$ cat src/rtl/match_sequencer_if.sv
// Signal bundle between the Pong match sequencer and the frame source, buttons and point logic.
// The sequencer uses the slave modport; the surrounding Pong top uses the master modport.
interface match_sequencer_if;
    logic       frame_done;
    logic       start_btn;
    logic       pause_btn;
    logic [1:0] pt_state;
    logic [3:0] p1_points;
    logic [3:0] p2_points;
    logic       start_pt;
    logic       frame_tick;
    logic       clear_scores;
    logic [1:0] countdown;
    logic       paused;
    logic       match_over;
    logic       winner;
    logic [2:0] seq_state;

    modport master (
        output frame_done, start_btn, pause_btn, pt_state, p1_points, p2_points,
        input  start_pt, frame_tick, clear_scores, countdown, paused, match_over, winner,
               seq_state
    );

    modport slave (
        input  frame_done, start_btn, pause_btn, pt_state, p1_points, p2_points,
        output start_pt, frame_tick, clear_scores, countdown, paused, match_over, winner,
               seq_state
    );
endinterface

$ cat src/rtl/match_sequencer.sv
// Pong match controller: serve countdown, start_pt pulse, pause gating, match-over detection.
// Define MATCH_ATTRACT_TIMEOUT_EN to return from GAME_OVER to ATTRACT after OVER_FRAMES ticks.
module match_sequencer #(
    parameter int unsigned WIN_SCORE    = 9,
    parameter int unsigned CD_STEPS     = 3,
    parameter int unsigned COUNT_FRAMES = 60,
    parameter int unsigned OVER_FRAMES  = 240
) (
    input logic              clock,
    input logic              reset,
    match_sequencer_if.slave bus
);

    typedef enum logic [2:0] {
        StAttract   = 3'd0,
        StCountdown = 3'd1,
        StRally     = 3'd2,
        StScoreChk  = 3'd3,
        StGameOver  = 3'd4,
        StPaused    = 3'd5
    } state_e;

    localparam logic [1:0] StepInit = 2'(CD_STEPS);
    localparam logic [7:0] CntLast  = 8'(COUNT_FRAMES - 1);
    localparam logic [3:0] WinPts   = 4'(WIN_SCORE);

    if (WIN_SCORE < 1 || WIN_SCORE > 9) begin : g_bad_win_score
        $error("WIN_SCORE must lie in 1..9");
    end
    if (CD_STEPS < 1 || CD_STEPS > 3) begin : g_bad_cd_steps
        $error("CD_STEPS must lie in 1..3");
    end
    if (COUNT_FRAMES < 1 || COUNT_FRAMES > 255) begin : g_bad_count_frames
        $error("COUNT_FRAMES must lie in 1..255");
    end
    if (OVER_FRAMES < 1 || OVER_FRAMES > 255) begin : g_bad_over_frames
        $error("OVER_FRAMES must lie in 1..255");
    end

    state_e     state;
    state_e     ret_state;
    logic [1:0] step;
    logic [7:0] frame_cnt;
    logic       start_q;
    logic       pause_q;
    logic [1:0] prev_pt;
    logic       start_pt;
    logic       clear_scores;
    logic       winner;
`ifdef MATCH_ATTRACT_TIMEOUT_EN
    localparam logic [7:0] OverLast = 8'(OVER_FRAMES - 1);
    logic [7:0] over_cnt;
`endif

    logic start_edge;
    logic pause_edge;
    logic paused;

    assign start_edge = bus.start_btn & ~start_q;
    assign pause_edge = bus.pause_btn & ~pause_q;
    assign paused     = (state == StPaused);

    always_ff @(posedge clock) begin
        if (reset) begin
            state        <= StAttract;
            ret_state    <= StAttract;
            step         <= 2'd0;
            frame_cnt    <= 8'd0;
            start_q      <= 1'b0;
            pause_q      <= 1'b0;
            prev_pt      <= 2'd0;
            start_pt     <= 1'b0;
            clear_scores <= 1'b0;
            winner       <= 1'b0;
`ifdef MATCH_ATTRACT_TIMEOUT_EN
            over_cnt     <= 8'd0;
`endif
        end else begin
            start_q      <= bus.start_btn;
            pause_q      <= bus.pause_btn;
            // Keeps tracking while paused so a point finished during the pause is not lost.
            prev_pt      <= bus.pt_state;
            start_pt     <= 1'b0;
            clear_scores <= 1'b0;

            case (state)
                StAttract: begin
                    if (start_edge) begin
                        clear_scores <= 1'b1;
                        step         <= StepInit;
                        frame_cnt    <= 8'd0;
                        winner       <= 1'b0;
                        state        <= StCountdown;
                    end
                end

                StCountdown: begin
                    // A pause edge takes precedence and its frame_done is dropped.
                    if (pause_edge) begin
                        ret_state <= StCountdown;
                        state     <= StPaused;
                    end else if (bus.frame_done) begin
                        if (frame_cnt == CntLast) begin
                            frame_cnt <= 8'd0;
                            step      <= step - 2'd1;
                            if (step == 2'd1) begin
                                start_pt <= 1'b1;
                                state    <= StRally;
                            end
                        end else begin
                            frame_cnt <= frame_cnt + 8'd1;
                        end
                    end
                end

                StRally: begin
                    if (pause_edge) begin
                        ret_state <= StRally;
                        state     <= StPaused;
                    end else if (prev_pt == 2'd2 && bus.pt_state == 2'd0) begin
                        state <= StScoreChk;
                    end
                end

                StScoreChk: begin
                    if (bus.p1_points >= WinPts) begin
                        winner <= 1'b0;
                        state  <= StGameOver;
                    end else if (bus.p2_points >= WinPts) begin
                        winner <= 1'b1;
                        state  <= StGameOver;
                    end else begin
                        step      <= StepInit;
                        frame_cnt <= 8'd0;
                        state     <= StCountdown;
                    end
`ifdef MATCH_ATTRACT_TIMEOUT_EN
                    over_cnt <= 8'd0;
`endif
                end

                StGameOver: begin
                    if (start_edge) begin
                        clear_scores <= 1'b1;
                        step         <= StepInit;
                        frame_cnt    <= 8'd0;
                        winner       <= 1'b0;
                        state        <= StCountdown;
`ifdef MATCH_ATTRACT_TIMEOUT_EN
                    end else if (bus.frame_done) begin
                        if (over_cnt == OverLast) begin
                            over_cnt <= 8'd0;
                            winner   <= 1'b0;
                            state    <= StAttract;
                        end else begin
                            over_cnt <= over_cnt + 8'd1;
                        end
`endif
                    end
                end

                StPaused: begin
                    if (pause_edge) begin
                        // Point ended while paused: prev_pt already saw finish_pt, so the
                        // completion edge will not recur in RALLY.
                        if (ret_state == StRally && bus.pt_state == 2'd0) begin
                            state <= StScoreChk;
                        end else begin
                            state <= ret_state;
                        end
                    end
                end

                default: state <= StAttract;
            endcase
        end
    end

    assign bus.start_pt     = start_pt;
    assign bus.clear_scores = clear_scores;
    assign bus.frame_tick   = bus.frame_done & ~paused;
    assign bus.paused       = paused;
    assign bus.match_over   = (state == StGameOver);
    assign bus.winner       = winner;
    assign bus.seq_state    = state;
    // step is zero once the serve has happened, so a paused rally shows no countdown.
    assign bus.countdown    = (state == StCountdown || state == StPaused) ? step : 2'd0;

endmodule

$ cat src/flat_wrapper.sv
// flat-port wrapper written by rule: the top's interface ports become plain ports
module match_sequencer_flat 
#(
    parameter int unsigned WIN_SCORE    = 9,
    parameter int unsigned CD_STEPS     = 3,
    parameter int unsigned COUNT_FRAMES = 60,
    parameter int unsigned OVER_FRAMES  = 240
)
  (clock, reset, bus_frame_done, bus_start_btn, bus_pause_btn, bus_pt_state, bus_p1_points, bus_p2_points, bus_start_pt, bus_frame_tick, bus_clear_scores, bus_countdown, bus_paused, bus_match_over, bus_winner, bus_seq_state);
  match_sequencer_if bus_i ();
  input logic clock;
  input logic reset;
  input wire logic [$bits(bus_i.frame_done)-1:0] bus_frame_done;
  input wire logic [$bits(bus_i.start_btn)-1:0] bus_start_btn;
  input wire logic [$bits(bus_i.pause_btn)-1:0] bus_pause_btn;
  input wire logic [$bits(bus_i.pt_state)-1:0] bus_pt_state;
  input wire logic [$bits(bus_i.p1_points)-1:0] bus_p1_points;
  input wire logic [$bits(bus_i.p2_points)-1:0] bus_p2_points;
  output wire logic [$bits(bus_i.start_pt)-1:0] bus_start_pt;
  output wire logic [$bits(bus_i.frame_tick)-1:0] bus_frame_tick;
  output wire logic [$bits(bus_i.clear_scores)-1:0] bus_clear_scores;
  output wire logic [$bits(bus_i.countdown)-1:0] bus_countdown;
  output wire logic [$bits(bus_i.paused)-1:0] bus_paused;
  output wire logic [$bits(bus_i.match_over)-1:0] bus_match_over;
  output wire logic [$bits(bus_i.winner)-1:0] bus_winner;
  output wire logic [$bits(bus_i.seq_state)-1:0] bus_seq_state;
  assign bus_i.frame_done = bus_frame_done;
  assign bus_i.start_btn = bus_start_btn;
  assign bus_i.pause_btn = bus_pause_btn;
  assign bus_i.pt_state = bus_pt_state;
  assign bus_i.p1_points = bus_p1_points;
  assign bus_i.p2_points = bus_p2_points;
  assign bus_start_pt = bus_i.start_pt;
  assign bus_frame_tick = bus_i.frame_tick;
  assign bus_clear_scores = bus_i.clear_scores;
  assign bus_countdown = bus_i.countdown;
  assign bus_paused = bus_i.paused;
  assign bus_match_over = bus_i.match_over;
  assign bus_winner = bus_i.winner;
  assign bus_seq_state = bus_i.seq_state;
  match_sequencer #(.WIN_SCORE(WIN_SCORE), .CD_STEPS(CD_STEPS), .COUNT_FRAMES(COUNT_FRAMES), .OVER_FRAMES(OVER_FRAMES)) u_core (.clock(clock), .reset(reset), .bus(bus_i));
endmodule
$ cat config.mk
export PLATFORM = sky130hd
export DESIGN_NAME = match_sequencer_flat
export DESIGN_NICKNAME = d
export VERILOG_FILES = /design/src/rtl/match_sequencer_if.sv /design/src/rtl/match_sequencer.sv /design/src/flat_wrapper.sv
export SDC_FILE = /design/constraint.sdc
export NUM_CORES = 1
export LEC_CHECK = 0
export ABC_AREA = 1
export CAP_MARGIN = 10
export CORE_MARGIN = 2
export CORE_UTILIZATION = 25
export CTS_CLUSTER_SIZE = 24
export DETAILED_ROUTE_END_ITERATION = 8
export SYNTH_ARGS = -nofsm -noshare
export SYNTH_HDL_FRONTEND = slang
export SYNTH_SLANG_ARGS = --single-unit
$ cat constraint.sdc
create_clock -name clock -period 3.7 [get_ports clock]
set_input_delay 0.555 -clock clock [delete_from_list [all_inputs] [get_ports clock]]
set_output_delay 0.555 -clock clock [all_outputs]
set_load 0.005 [all_outputs]
==> run metrics, run 1 <==
DPL Wire Length=2.16 mm; achievable frequency=434 MHz; Net Sw Frac=41.2%; status=complete, no violations; global-route usage over all layers=11.3%; Comb pwr share=49.2%; global route overflow=0; nets=251; RSZ-0062 raised after global routing=false; count leader, synth=nand2_1; diode count=0; area of the multi-input gates=689 um^2; Clock Sinks=22; Synthesis Warnings=0; Cell Int Power=0.000573 W; Synth Instances=208; share of cells above drive strength 1=6.01%; Most used DFF post-synth=dfxtp_1; top cells by count, synth=nand2_1, nor2_1, inv_1, dfxtp_1, nand3_1; Final Hold Fails=0; Reg-to-Reg End=u_core.frame_cnt[0]; core area=5040 um^2; total negative slack=0 ns; Synth top area share=34.1%; Worst setup SP type=register; Clk Latency, worst-skew pair=0.27 ns; Slew HR=69.5%; Final Setup Violations=0; post-CTS setup buffers=0; Worst Hold Class=register to register; H-Tree Depth=1; worst-case clock buffer depth=2; wirelength, routed=2.77 mm; Layout area overhead=27.6%; LEAKAGE=0.754 nW; pwr dens=592 nW/um^2; via count=1248; die area=5750 um^2; Initial Util=25.6%; Hold Buf Count CTS=0; Crit Path Class=register to primary output; Chip Height=75.8 um; CTS buffer count=3; worst clock skew=0.00263 ns; # rows=26; Antenna Violating Nets Remaining=0; CTS tree=built; actual slew at the worst max-slew pin=0.457 ns; DR iter-0 viols=34; Post-route DRC=0; Worst EP arrival=1.75 ns; largest net degree at the start of global routing=16; maxcap violations=0; Crit Path Max Fanout=6; Boundary Pins=26; post-synthesis area per instance=6.20 um^2; CP Capture Type=primary output; Critical R2R Launch=u_core.bus.seq_state[2]; Pwr Total=0.000975 W; register area=440 um^2; drt wl/cell=9.14 um; crit share post-route=62.2%; filler cell count in the final layout=572; number of global-route vias before repair=1223; initial antenna violation count=0; peak supply drop=0.241 mV; Seq pwr share=33.0%; WP data required=3.14 ns; post-synthesis sequential area ratio=34.1%; Synth area leaders=dfxtp_1, nand2_1, nor2_1, inv_1, nand3_1; CTS clk-pin slew, worst paths=0.08 ns; drt first pass iters=4; GP Congestion=0.890; clock tree root driver cell=clkbuf_8; Vias/cell=4.12; net switching power=0.000402 W; Port Buffers=25; R2R Setup Slk=2.01 ns; Async SR Flop Fraction=0%; #FFs+latches synth=22; Syn Std Cell Area=1290 um^2; EDFF count, synth=0; Tmin final=2.30 ns; Syn Nets=225; Die Span X=75.8 um; first-pass GRT wire length=5.04 mm; Worst Setup SP=u_core.bus.seq_state[2]; count of cell types in the netlist=23; fin. max-slew vios=0; post-cts sizing count=0; clock network power share=17.8%; top cell type by total area after synthesis=dfxtp_1; crit path capture=bus_paused; R2R depth=7
logic make-up (layout without fill, tap and decap cells):
| family | Yosys count | count (layout) | synth area share, % |
|---|---|---|---|
| AND/OR/NAND/NOR | 132 | 132 | 45.1 |
| buffers and inverters | 37 | 62 | 12.4 |
| flip-flops | 22 | 22 | 34.1 |
| AO/OA/AOI/OAI | 14 | 14 | 5.72 |
| adder cells (fa/ha/maj) | 2 | 2 | 1.94 |
| XOR/XNOR | 1 | 1 | 0.679 |
registers in the layout, summed over array words and instances, names as in the netlist:
signal                   flops
u_core.pause_q               1
u_core.ret_state             2
u_core.start_q               1
u_core.step                  2
u_core.bus.start_pt          1
u_core.bus.winner            1
u_core.prev_pt               2
u_core.bus.clear_scores      1
u_core.bus.seq_state         3
u_core.frame_cnt             8
worst max-delay path, cell delays in order, from the launching register on:
cell             delay (ns)
dfxtp_1                0.50
nand2_1                0.17
nor2_1                 0.25
clkdlybuf4s50_1        0.56
layout by cell type, fill, tap and decap left out, drive strengths merged:
cell type      Yosys  layout
a21oi              8       8
nand3             22      22
inv               33      33
nor2              44      44
nand4              4       4
xor2               1       1
o21ai              4       4
nand2             59      59
dfxtp             22      22
a31oi              1       1
ha                 2       2
clkdlybuf4s50      0      25
o21bai             1       1
nor3               3       3
clkbuf             2       4
per-stage QoR:
step | area, um^2 | std cells | setup slack (ns) | util (%) | hold slack (ns)
after CTS | 1650 | 303 | 1.38 | 32.7 | 0.451
final | 1650 | 303 | 1.40 | 32.7 | 0.447
after global routing | 1650 | 303 | 1.29 | 32.7 | 0.477
after global placement | 1590 | 299 | 1.39 | 31.6 | 0.429
after detailed placement | 1590 | 299 | 1.39 | 31.6 | 0.437
after floorplan | 1290 | 208 | 2.27 | - | 0.421
routing by layer:
metal	vias to the layer above	track usage, %	share of wire (%)
met3	5	1.59	2.6
met1	538	13.9	49
li1	691	-	-
met4	0	4.87	1.9
met2	14	19.5	46
met5	-	0	0
power groups by stage:
stage	Sequential, W	Clock (W)	Combinational, W
global route	0.000328	0.000196	0.000557
detailed placement	0.000328	0	0.000484
global placement	0.000328	0	0.000479
CTS	0.000323	0.000183	0.000485
floorplan	0.000321	0	0.000364
finish	0.000322	0.000174	0.000479
cell type report:
type,count,share of cell area (%)
Inverter,33,7.52
Multi-Input combinational cell,149,41.9
Tap cell,70,5.32
Timing Repair Buffer,25,15.2
Sequential cell,22,26.7
Clock buffer,4,3.34
worst min path at each step:
stage / startpoint / to / slack (ns) / depth (start not counted)
floorplan: u_core.frame_cnt[5] / u_core.frame_cnt[5] / 0.42 / 2
global placement: u_core.frame_cnt[5] / u_core.frame_cnt[5] / 0.43 / 2
detailed placement: u_core.frame_cnt[5] / u_core.frame_cnt[5] / 0.44 / 2
CTS: u_core.frame_cnt[5] / u_core.frame_cnt[5] / 0.45 / 2
global route: u_core.frame_cnt[5] / u_core.frame_cnt[5] / 0.48 / 2
finish: u_core.frame_cnt[5] / u_core.frame_cnt[5] / 0.45 / 2
No activity file was read; power rests on OpenSTA's default activity.
==> run 2, diff against run 1 <==
==> constraint.sdc (replaced) <==
create_clock -name clock -period 2.3 [get_ports clock]
set_input_delay 0.345 -clock clock [delete_from_list [all_inputs] [get_ports clock]]
set_output_delay 0.345 -clock clock [all_outputs]
set_load 0.005 [all_outputs]
==> run metrics, run 2 (synthesized netlist as in run 1, its figures left out) <==
status=complete, no violations; Reg with most FFs=u_core.frame_cnt; Tmin final=1.98 ns; wirelength, routed=2.83 mm (+2.3%); post-CTS setup buffers=0 (unchanged); worst-case clock buffer depth=2 (unchanged); CP Capture Type=primary output; drt wl/cell=9.29 um (+1.7%); global route overflow=0 (unchanged); maxcap violations=0 (unchanged); core area=5040 um^2 (unchanged); die area=5750 um^2 (unchanged); Final Setup Violations=0 (unchanged); CP max-delay cell=clkdlybuf4s50_1; share of cells above drive strength 1=6.81% (+0.80 points); initial antenna violation count=0 (unchanged); nets=254 (+1.2%); Design Area, Final=1660 um^2 (+0.53%); pwr dens=925 nW/um^2 (+56%); Crit Path Class=register to primary output; WP data required=1.96 ns (-1.18 ns); Layout area overhead=28.3%; register area=440 um^2 (unchanged); fin. max-slew vios=0 (unchanged); Die Span X=75.8 um (unchanged); largest net degree at the start of global routing=16 (unchanged); LEAKAGE=0.761 nW (+0.93%); clock tree root driver cell=clkbuf_8; Worst Hold Class=register to register; GP Congestion=0.925 (+4.0%); drt first pass iters=4 (unchanged); CP cell instances=nand2_1, nor2_1, clkdlybuf4s50_1; Post-DP Area=1610 um^2 (+1.4%); Clk Latency, worst-skew pair=0.26 ns (about the same); actual slew at the worst max-slew pin=0.486 ns (+0.0297 ns); Port Buffers=25 (unchanged); most common cell after layout, fill and taps aside=nand2_1; Antenna Violating Nets Remaining=0 (unchanged); via count=1334 (+6.9%); RSZ-0062 raised after global routing=false; achievable frequency=504 MHz; DPL Wire Length=2.26 mm (+4.4%); Post-route DRC=0 (unchanged); Boundary Pins=26 (unchanged); CP peak stage delay=0.55 ns (about the same); peak supply drop=0.439 mV (+83%); filler cell count in the final layout=540 (-5.6%); # rows=26 (unchanged); area of the multi-input gates=689 um^2 (unchanged); Final Hold Fails=0 (unchanged); commonest non-fill, non-tap cells in the layout=nand2_1, nor2_1, inv_1, clkdlybuf4s50_1, dfxtp_1; total negative slack=0 ns (unchanged); CTS clk-pin slew, worst paths=0.07 ns (about the same); Worst EP arrival=1.64 ns (-0.11 ns); post-cts sizing count=0 (unchanged); global-route usage over all layers=10.9% (-0.37 points); Vias/cell=4.37 (+6.2%); Clock Sinks=22 (unchanged); Slew HR=67.5% (-2.0 points); CTS tree=built; Largest register FFs=8 (unchanged); Initial Util=25.6% (unchanged); Chip Height=75.8 um (unchanged); diode count=0 (unchanged); CTS buffer count=3 (unchanged); worst clock skew=0.00266 ns (+0.0000309 ns); Worst setup SP type=register; Crit Path Max Fanout=6 (unchanged); R2R Setup Slk=0.66 ns (-1.35 ns); H-Tree Depth=1 (unchanged); DR iter-0 viols=60 (+76%); crit share post-route=86.3%; Hold Buf Count CTS=0 (unchanged); number of global-route vias before repair=1226 (+0.25%); first-pass GRT wire length=5.02 mm (-0.54%)
-- run 2: per-layer routing --
| metal | GRT usage [%] | vias to the layer above | routed length (um) | share of wire [%] |
|---|---|---|---|---|
| met5 | 0 | - | 0 | 0 |
| met4 | 3.31 | 0 | 51 | 1.8 |
| met3 | 1.72 | 5 | 143 | 5.0 |
| met2 | 19.0 | 38 | 1360 | 48 |
| met1 | 13.9 | 594 | 1270 | 45 |
| li1 | - | 697 | - | - |
-- run 2: layout make-up --
cell class	instances	share of cell area [%]
multi-input combinational	149	41.6
sequential	22	26.6
timing repair buffer	28	16.5
inverter	33	7.48
tap	70	5.29
clock buffer	3	2.49
-- run 2: critical path: cells and delay by family, from the launching register on --
family	cells	cell delay [ns]
flip-flops	1	0.43
AND/OR/NAND/NOR	2	0.40
buffers and inverters	1	0.55
-- run 2: path summary, 6_finish.rpt --
kind / from / end / cells after the start
max: u_core.bus.seq_state[0] / bus_paused / 3
max reg2reg: u_core.bus.seq_state[1] / u_core.frame_cnt[0] / 9
min: u_core.frame_cnt[5] / u_core.frame_cnt[5] / 2
min reg2reg: u_core.frame_cnt[5] / u_core.frame_cnt[5] / 2
-- run 2: stage by stage --
step           cells  utilization, %  setup WS, ns  hold slack [ns]  power [W]
2_1_floorplan    208               -         0.944            0.421    0.00110
3_3_place_gp     302            32.0         0.348            0.432    0.00131
3_5_place_dp     302            32.0         0.330            0.442    0.00131
4_1_cts          305            32.8         0.320            0.455    0.00155
5_1_grt          305            32.8         0.227            0.466    0.00170
6_report         305            32.8         0.316            0.451    0.00153
-- run 2: where the power goes --
part           internal (W)  switching, W
clock              0.000117      0.000115
sequential         0.000453     0.0000531
combinational      0.000326      0.000467
total              0.000896      0.000635
